### config.mk
export PLATFORM = sky130hd
export DESIGN_NAME = ps2_keyboard_matrix
export DESIGN_NICKNAME = d
export VERILOG_FILES = /design/src/rtl/ps2_keyboard_matrix.sv
export SDC_FILE = /design/constraint.sdc
export NUM_CORES = 1
export LEC_CHECK = 0
export CORE_ASPECT_RATIO = 0.6
export CORE_MARGIN = 2
export CORE_UTILIZATION = 55
export CTS_CLUSTER_DIAMETER = 60
export CTS_CLUSTER_SIZE = 14
export DETAILED_ROUTE_END_ITERATION = 16
export GPL_TIMING_DRIVEN = 0
export PLACE_DENSITY = 0.73
export SYNTH_ARGS = -nofsm -noshare
export SYNTH_HDL_FRONTEND = slang
export SYNTH_SLANG_ARGS = --single-unit
### constraint.sdc
create_clock -name clk14 -period 3.1 [get_ports clk14]
set_clock_uncertainty 0.05 [all_clocks]
set_input_delay 0.465 -clock clk14 [delete_from_list [all_inputs] [get_ports clk14]]
set_output_delay 0.465 -clock clk14 [all_outputs]
set_load 0.005 [all_outputs]
### src/rtl/ps2_keyboard_matrix.sv
// PS/2 set-2 receiver and ZX Spectrum 40-key matrix responder.
// Define PS2_EXTENDED_KEYS_EN to decode E0-prefixed cursor/enter/ctrl keys.
module ps2_keyboard_matrix #(
   parameter int TIMEOUT_CYCLES = 14000
) (
   input  logic       clk14,
   input  logic       reset,
   input  logic       ps2clk,
   input  logic       ps2data,
   input  logic [7:0] rows,
   output logic [4:0] columns,
   output logic [7:0] scancode,
   output logic       scan_strobe
);

   localparam int TW = $clog2(TIMEOUT_CYCLES + 1);

   typedef enum logic [1:0] {
      S_IDLE, S_DATA, S_PARITY, S_STOP
   } state_t;

   logic [1:0]    clk_sync, dat_sync;
   logic [3:0]    clk_hist;
   logic          clk_filt, fall, din;
   state_t        state, state_n;
   logic [7:0]    shreg;
   logic [2:0]    bit_cnt;
   logic          par_bit, timeout, byte_good;
   logic [TW-1:0] tcnt;
   logic [39:0]   phys, eff;
   logic          brk, ext, bksp;
   logic          c_brk, c_ext, c_ign, c_clr;
   logic [6:0]    map;
`ifdef PS2_EXTENDED_KEYS_EN
   logic [5:0]    xk;
`endif

   // Map a set-2 code to {valid, k*5+j}.
   function automatic logic [6:0] key_map(input logic [7:0] c);
      unique case (c)
         8'h12, 8'h59: key_map = {1'b1, 6'd0};
         8'h1A: key_map = {1'b1, 6'd1};
         8'h22: key_map = {1'b1, 6'd2};
         8'h21: key_map = {1'b1, 6'd3};
         8'h2A: key_map = {1'b1, 6'd4};
         8'h1C: key_map = {1'b1, 6'd5};
         8'h1B: key_map = {1'b1, 6'd6};
         8'h23: key_map = {1'b1, 6'd7};
         8'h2B: key_map = {1'b1, 6'd8};
         8'h34: key_map = {1'b1, 6'd9};
         8'h15: key_map = {1'b1, 6'd10};
         8'h1D: key_map = {1'b1, 6'd11};
         8'h24: key_map = {1'b1, 6'd12};
         8'h2D: key_map = {1'b1, 6'd13};
         8'h2C: key_map = {1'b1, 6'd14};
         8'h16: key_map = {1'b1, 6'd15};
         8'h1E: key_map = {1'b1, 6'd16};
         8'h26: key_map = {1'b1, 6'd17};
         8'h25: key_map = {1'b1, 6'd18};
         8'h2E: key_map = {1'b1, 6'd19};
         8'h45: key_map = {1'b1, 6'd20};
         8'h46: key_map = {1'b1, 6'd21};
         8'h3E: key_map = {1'b1, 6'd22};
         8'h3D: key_map = {1'b1, 6'd23};
         8'h36: key_map = {1'b1, 6'd24};
         8'h4D: key_map = {1'b1, 6'd25};
         8'h44: key_map = {1'b1, 6'd26};
         8'h43: key_map = {1'b1, 6'd27};
         8'h3C: key_map = {1'b1, 6'd28};
         8'h35: key_map = {1'b1, 6'd29};
         8'h5A: key_map = {1'b1, 6'd30};
         8'h4B: key_map = {1'b1, 6'd31};
         8'h42: key_map = {1'b1, 6'd32};
         8'h3B: key_map = {1'b1, 6'd33};
         8'h33: key_map = {1'b1, 6'd34};
         8'h29: key_map = {1'b1, 6'd35};
         8'h14: key_map = {1'b1, 6'd36};
         8'h3A: key_map = {1'b1, 6'd37};
         8'h31: key_map = {1'b1, 6'd38};
         8'h32: key_map = {1'b1, 6'd39};
         default: key_map = 7'd0;
      endcase
   endfunction

   // Two-flop synchronizers for both raw PS/2 lines.
   always_ff @(posedge clk14) begin
      if (reset) begin
         clk_sync <= 2'b11;
         dat_sync <= 2'b11;
      end else begin
         clk_sync <= {clk_sync[0], ps2clk};
         dat_sync <= {dat_sync[0], ps2data};
      end
   end

   // Glitch filter: level follows four equal samples.
   always_ff @(posedge clk14) begin
      if (reset) begin
         clk_hist <= 4'hF;
         clk_filt <= 1'b1;
      end else begin
         clk_hist <= {clk_hist[2:0], clk_sync[1]};
         if (clk_hist == 4'h0)
            clk_filt <= 1'b0;
         else if (clk_hist == 4'hF)
            clk_filt <= 1'b1;
      end
   end

   assign fall    = clk_filt && (clk_hist == 4'h0);
   assign din     = dat_sync[1];
   assign timeout = (state != S_IDLE) &&
                    (tcnt == TW'(TIMEOUT_CYCLES - 1));

   // Receive FSM state register.
   always_ff @(posedge clk14) begin
      if (reset) state <= S_IDLE;
      else       state <= state_n;
   end

   // Next state; a falling edge takes priority over timeout.
   always_comb begin
      state_n = state;
      if (fall) begin
         unique case (state)
            S_IDLE:   if (!din) state_n = S_DATA;
            S_DATA:   if (bit_cnt == 3'd7) state_n = S_PARITY;
            S_PARITY: state_n = S_STOP;
            S_STOP:   state_n = S_IDLE;
            default:  state_n = S_IDLE;
         endcase
      end else if (timeout) begin
         state_n = S_IDLE;
      end
   end

   // Frame accepted on a good stop bit with odd parity.
   always_comb begin
      byte_good = fall && (state == S_STOP) && din &&
                  (^{par_bit, shreg});
   end

   // Shift register, bit counter and inactivity timer.
   always_ff @(posedge clk14) begin
      if (reset) begin
         shreg   <= 8'h00;
         bit_cnt <= 3'd0;
         par_bit <= 1'b0;
         tcnt    <= '0;
      end else begin
         if (fall || state_n == S_IDLE) tcnt <= '0;
         else                           tcnt <= tcnt + 1'b1;
         if (fall) begin
            unique case (state)
               S_IDLE: bit_cnt <= 3'd0;
               S_DATA: begin
                  shreg   <= {din, shreg[7:1]};
                  bit_cnt <= bit_cnt + 3'd1;
               end
               S_PARITY: par_bit <= din;
               default: ;
            endcase
         end
      end
   end

   assign map   = key_map(shreg);
   assign c_brk = (shreg == 8'hF0);
   assign c_ext = (shreg == 8'hE0);
   assign c_clr = (shreg == 8'h00) || (shreg == 8'hFF);
   assign c_ign = !brk && !ext &&
                  ((shreg == 8'hFA) || (shreg == 8'hAA) ||
                   (shreg == 8'hEE) || (shreg == 8'hFE));

   // Scan code decoder and matrix image update.
   always_ff @(posedge clk14) begin
      if (reset) begin
         phys        <= '0;
         bksp        <= 1'b0;
         brk         <= 1'b0;
         ext         <= 1'b0;
         scancode    <= 8'h00;
         scan_strobe <= 1'b0;
`ifdef PS2_EXTENDED_KEYS_EN
         xk          <= '0;
`endif
      end else begin
         scan_strobe <= byte_good;
         if (byte_good) begin
            scancode <= shreg;
            unique case (1'b1)
               c_brk: brk <= 1'b1;
               c_ext: ext <= 1'b1;
               c_ign: ;
               c_clr: begin
                  phys <= '0;
                  bksp <= 1'b0;
                  brk  <= 1'b0;
                  ext  <= 1'b0;
`ifdef PS2_EXTENDED_KEYS_EN
                  xk   <= '0;
`endif
               end
               default: begin
                  brk <= 1'b0;
                  ext <= 1'b0;
                  if (!ext) begin
                     if (shreg == 8'h66) bksp <= !brk;
                     else if (map[6])    phys[map[5:0]] <= !brk;
                  end
`ifdef PS2_EXTENDED_KEYS_EN
                  else begin
                     unique case (shreg)
                        8'h6B: xk[0] <= !brk;
                        8'h72: xk[1] <= !brk;
                        8'h75: xk[2] <= !brk;
                        8'h74: xk[3] <= !brk;
                        8'h5A: xk[4] <= !brk;
                        8'h14: xk[5] <= !brk;
                        default: ;
                     endcase
                  end
`endif
               end
            endcase
         end
      end
   end

   // Physical image ORed with composite key contributions.
   always_comb begin
      eff = phys;
      if (bksp) begin
         eff[0]  = 1'b1;
         eff[20] = 1'b1;
      end
`ifdef PS2_EXTENDED_KEYS_EN
      if (|xk[3:0]) eff[0] = 1'b1;
      if (xk[0]) eff[19] = 1'b1;
      if (xk[1]) eff[24] = 1'b1;
      if (xk[2]) eff[23] = 1'b1;
      if (xk[3]) eff[22] = 1'b1;
      if (xk[4]) eff[30] = 1'b1;
      if (xk[5]) eff[36] = 1'b1;
`endif
   end

   // Column answer to the ULA half-row scan.
   always_comb begin
      columns = 5'b11111;
      for (int k = 0; k < 8; k++)
         for (int j = 0; j < 5; j++)
            if (!rows[k] && eff[k*5+j]) columns[j] = 1'b0;
   end

endmodule
# Word-level counts from Yosys, hierarchy flattened
# Memory sizes are Yosys's and may differ from the RTL's. A register that Yosys moved wholly into a read port is not among the register bits.
# Cells that the tools add are included.
word_totals:
  rom_bits: 896
  word_cells: 188
  out_inout_bits: 14
  memories: 1
  register_bits: 89
  in_bits: 12
op_classes:
  mux: 65
  n_eq_ne: 16
  reduce_logical: 84
  magnitude_cmp: 2
  addsub: 2
  n_bitwise: 3
memory_table:
  columns: ["name", "words", "word_bits", "rd", "rd_ports_with_merged_regs", "write_ports", "line", "source"]
  rows:
  - ["(no name shown)", 128, 7, 1, 1, 0, "40", "unique case (c)"]
ops:
  columns: ["op", "count"]
  rows:
  - ["40-bit two-way mux", 3]
  - ["40-bit one-hot mux with 2 select lines", 1]
  - ["8-bit == test (second input constant)", 7]
  - ["1-bit logical AND", 48]
  - ["1-bit two-way mux", 47]
  - ["40-bit bitwise mux", 1]
  - ["7-bit two-way mux", 3]
  - ["14-bit by 1-bit adder with 14-bit output (second input constant)", 1]
  - ["14-bit == test (second input constant)", 1]
  - ["1-bit logical NOT", 10]
  - ["2-bit AND reduction", 5]
  - ["2-bit nonzero test", 5]
  - ["9-bit parity", 1]
  - ["8-bit by 7-bit == test with 1-bit output (second input constant)", 1]
  - ["8-bit logical NOT", 1]
  - ["2-bit two-way mux", 4]
  - ["2-bit one-hot mux with 4 select lines", 1]
  - ["6-bit by 7-bit < comparator with 1-bit output (second input constant)", 1]
  - ["1-bit demux with 6-bit select", 1]
  - ["6-bit by 1-bit >= comparator with 1-bit output (second input constant)", 1]
  - ["1-bit one-hot mux with 2 select lines", 3]
  - ["3-bit one-hot mux with 2 select lines", 1]
  - ["2-bit OR reduction", 3]
  - ["1-bit logical OR", 5]
  - ["other kinds (13)", 17]

# Depth between registers and ports, before layout
logic_depth:
  depth_word: 10
  ltp_mapped: 13
  mapped_depth_nobuf: 11

# Worst setup path before layout
# OpenSTA, ideal clock, no wires.
synth_timing:
  kind: "register to register"
  startpoint: "register state[1]"
  endpoint: "register (tool-made name)"
  stages_incl_launch_ff: 13
  path_buffers: 3
  t_arrival_ps: 2535
  required_ps: 2944
  setup_time_ps: 106
  period_less_slack_ps: 2691
  path_slack_ps: 409
  path_cell_list: "dfxtp_1 > buf_2 > and4bb_2 > buf_2 > nand3_1 > a21oi_1 > inv_1 > ha_1 > clkbuf_1 > inv_1 > o32a_1 > or3_1 > o311ai_0"
synth_lines:
  columns: ["element", "line", "source"]
  rows:
  - ["from (decl)", "25", "state_t state, state_n;"]
  - ["from (signal assigned)", "118", "else state <= state_n;"]

# Worst setup path in the final report
layout_timing:
  startpoint: "register shreg[2]"
  endpoint: "register phys[24]"
layout_via:
  elab_chain_cells: 8
  word_cells_on_any_way: 23
  classes_between: "10 x eq/ne; 1 x mux; 1 x bitwise; 11 x reduce/logical"
layout_lines:
  columns: ["element", "line", "source"]
  rows:
  - ["from (decl)", "26", "logic [7:0] shreg;"]
  - ["from (signal assigned)", "157", "shreg <= {din, shreg[7:1]};"]
  - ["8-bit == test", "172", "((shreg == 8'hFA) || (shreg == 8'hAA) ||"]
  - ["1-bit logical OR (2 in a row)", "172", null]
  - ["1-bit logical OR", "173", "(shreg == 8'hEE) || (shreg == 8'hFE));"]
  - ["1-bit logical AND", "171", "assign c_ign = !brk && !ext &&"]
  - ["3-bit OR reduction (no line)", null, null]
  - ["1-bit inverter (no line)", null, null]
  - ["5-bit AND reduction (no line)", null, null]
  - ["to (signal, indexed assignment)", "209", "else if (map[6]) phys[map[5:0]] <= !brk;"]
  - ["to (decl)", "30", "logic [39:0] phys, eff;"]
# Several ways; a longest one is shown, not always the timed one.
# A chain may end at the register's enable or synchronous reset.

==> flow_summary_export.csv <==
group,metric,value,unit
run_status,outcome,"finished with violations",
run_status,violations,"capacitance limit, slew limit",
timing,setup_viol,0,
route,vias_per_cell,6.61,
finish,fin_nets,860,
timing,finalCritPeriodShare,98.3,%
synthesis,ys_top_cells_by_area,"dfxtp_1, o21ai_0, a21oi_1",
timing,finalHoldViolCount,0,
synthesis,synth_top_cells_by_count,"dfxtp_1, nor2_1, o21ai_0",
clock_network,cts_buffers,9,
timing,fin_crit,3.05,ns
timing,fin_tns_setup,0,ns
run,max_cap_viol_count,1,
worst_setup_path,reg2reg_slack,0.05,ns
floorplan,rows,29,
route,routed-via-count,6384,
finish,antenna_cells,0,
synthesis,syn-instance-count,779,
global_route,grt_overflow_total,0,
synthesis,yosysWarnings,0,
synthesis,syn_area,5880,um2
synthesis,synth_edf_count,0,
worst_setup_path,reg2reg_to,"phys[24]",
finish,area_growth,15.1,%
finish,final_area,6770,um2
worst_setup_path,worstSetupStartpointType,"register",
clock_network,cts_hold_buf,0,
global_route,grt_antenna_before_repair,0,
worst_setup_path,endpoint_kind,"register",
worst_setup_path,arrival,3.21,ns
power_and_ir_drop,power_leakage,2.39,nW
worst_setup_path,crit_fanout,10,
global_route,grt_start_max_net_pins,17,
place,postPlaceCellArea,6330,um2
floorplan,die_x,138,um
power_and_ir_drop,peakVddDrop,0.320,mV
global_route,grt_pass1_wl,31200,um
clock_network,cts_tree,"yes",
floorplan,die_area,11600,um2
synthesis,synth_top_cell_by_area,"dfxtp_1",
route,wire_per_inst,21.0,um
worst_setup_path,worstSetupEndpoint,"phys[24]",
synthesis,postSynthAreaPerCell,7.55,um2
place,dp_cells,944,
clock_network,cts_root_buf,"clkbuf_16",
worst_setup_path,crit_type,"register to register",
synthesis,synth.net_count,816,
route,routed_wl,20300,um
clock_network,clock_path_buffers,2,
place,hpwl,15100,um
timing,max_freq,0.328,GHz
synthesis,yosysSeqAreaShare,32.7,%
floorplan,ios,26,
clock_network,numClockSinks,96,
min_path,holdCritPathClass,"register to register",
worst_setup_path,required,3.26,ns
synthesis,synthFlopType,"dfxtp_1",
timing,rsz0062_at_grt,"true",
timing,max_slew.worst_pin.slew,1.53,ns
floorplan,core_area,10500,um2
synthesis,ys_types,76,
worst_setup_path,startpoint,"shreg[2]",
place,place_congestion,1.05,
clock_network,clk_pin_slew,0.07,ns
power_and_ir_drop,power.density,363,nW/um2
timing,drv_slew,8,
floorplan,die_height,84.1,um
floorplan,start_util,56.1,%
worst_setup_path,reg2reg_from,"shreg[2]",
global_route,track_usage,35.4,%
finish,layoutNonFillerInstCount,966,
power_and_ir_drop,finalPower,0.00246,W
route,drtIter0Drc,947,
synthesis,synth_top_area_share,32.7,%
timing,whs,0.358,ns
route,drc,0,
synthesis,synthArstFlopShare,0,%
synthesis,synth_seq_cells,96,
clock_network,clock_latency,0.35,ns
global_route,grt_pass1_vias,5559,
finish,layout-drive-gt1-share,11.1,%
timing,slew-limit-headroom,-2.79,%
finish,fill_cells,887,
worst_setup_path,r2r_cells,11,
place,io_buffers,25,
clock_network,cts_max_level,3,
route,drtPass1Iterations,5,
route,antenna_left,0,
[power by group]
part | internal, W | switching [W]
combinational | 0.0000215 | 0.0000402
sequential | 0.00124 | 0.00000242
clock | 0.000651 | 0.000510
total | 0.00191 | 0.000553
[logic make-up (layout without fill, tap and decap cells)]
family | count (synthesis) | after routing | share of synthesized area, %
buffers and inverters | 108 | 156 | 7.34
adder cells (fa/ha/maj) | 25 | 25 | 5.32
AND/OR/NAND/NOR | 253 | 253 | 22.4
XOR/XNOR | 17 | 17 | 2.77
multiplexers | 14 | 14 | 2.49
flip-flops | 96 | 96 | 32.7
AO/OA/AOI/OAI | 266 | 266 | 27.0
[cell type report]
cell class	instances	area (um2)	share of cell area [%]
plain buffers	43	206	3.05
clock buffers	10	239	3.53
clock inverters	5	63.8	0.943
inverters	63	245	3.62
multi-input cells	575	3590	53.1
flip-flops and latches	96	1920	28.4
well taps	139	174	2.57
repair buffers	35	325	4.81
[repair_timing]
action | in CTS | in global routing
pin swaps | 0 | 1
setup buffers | 1 | 8
resized for setup | 10 | 37
endpoints found under the setup margin | 55 | 52
gates cloned | 0 | 0
[metrics by stage]
step	utilization [%]	setup WS, ns
floorplan	-	0.409
global placement	60.1	-0.467
detailed placement	60.3	-0.447
CTS	63.5	0.00957
global route	64.6	-0.00164
finish	64.6	0.0542
[metal layers]
| metal | wire (um) | global-route usage, % | share of wire, % |
|---|---|---|---|
| met2 | 7470 | 43.6 | 37 |
| met5 | 0 | 0 | 0 |
| met4 | 418 | 8.25 | 2.1 |
| met1 | 8960 | 54.5 | 44 |
| met3 | 3460 | 16.2 | 17 |
[cell usage in the layout (no fill, tap or decap), types with 9 or more instances in the layout]
cell type        instances
clkbuf_16                9
nand2b_1                14
clkdlybuf4s50_1         25
nand3_1                 17
a21oi_1                 76
inv_1                   56
nor3_1                  13
o22ai_1                 23
ha_1                    23
clkbuf_1                18
dfxtp_1                 94
o21ai_0                 81
nand4_1                 14
nand2_1                 35
buf_4                   16
nor2_1                  96
mux2i_1                  9
xnor2_1                 10
or2_2                    9
o21ai_1                 15
[registers in the layout, indices dropped and copies added (netlist names), 2 cells and up, named ones only]
name	flops
phys	40
clk_sync	2
shreg	8
scancode	8
dat_sync	2
bit_cnt	3
tcnt	14
clk_hist	4
state	2
[worst min path at each step]
stage	from	endpoint	slack, ns	depth (start not counted)
after floorplan	clk_sync[1]	clk_hist[0]	0.34	1
after global placement	clk_sync[1]	clk_hist[0]	0.34	1
after detailed placement	clk_sync[0]	clk_sync[1]	0.35	1
after CTS	clk_sync[0]	clk_sync[1]	0.36	1
after global routing	dat_sync[0]	dat_sync[1]	0.38	1
final	clk_sync[0]	clk_sync[1]	0.36	1
[worst max-delay path: stages (launching register included)]
cell        delay, ns
dfxtp_2          0.38
buf_4            0.20
clkinvlp_4       0.15
ha_1             0.33
xnor3_1          0.35
xnor2_1          0.13
or3_1            0.39
nand4b_1         0.20
buf_4            0.18
clkbuf_2         0.22
o21ai_0          0.20
o21ai_0          0.14
No activity file was read; power rests on OpenSTA's default activity.
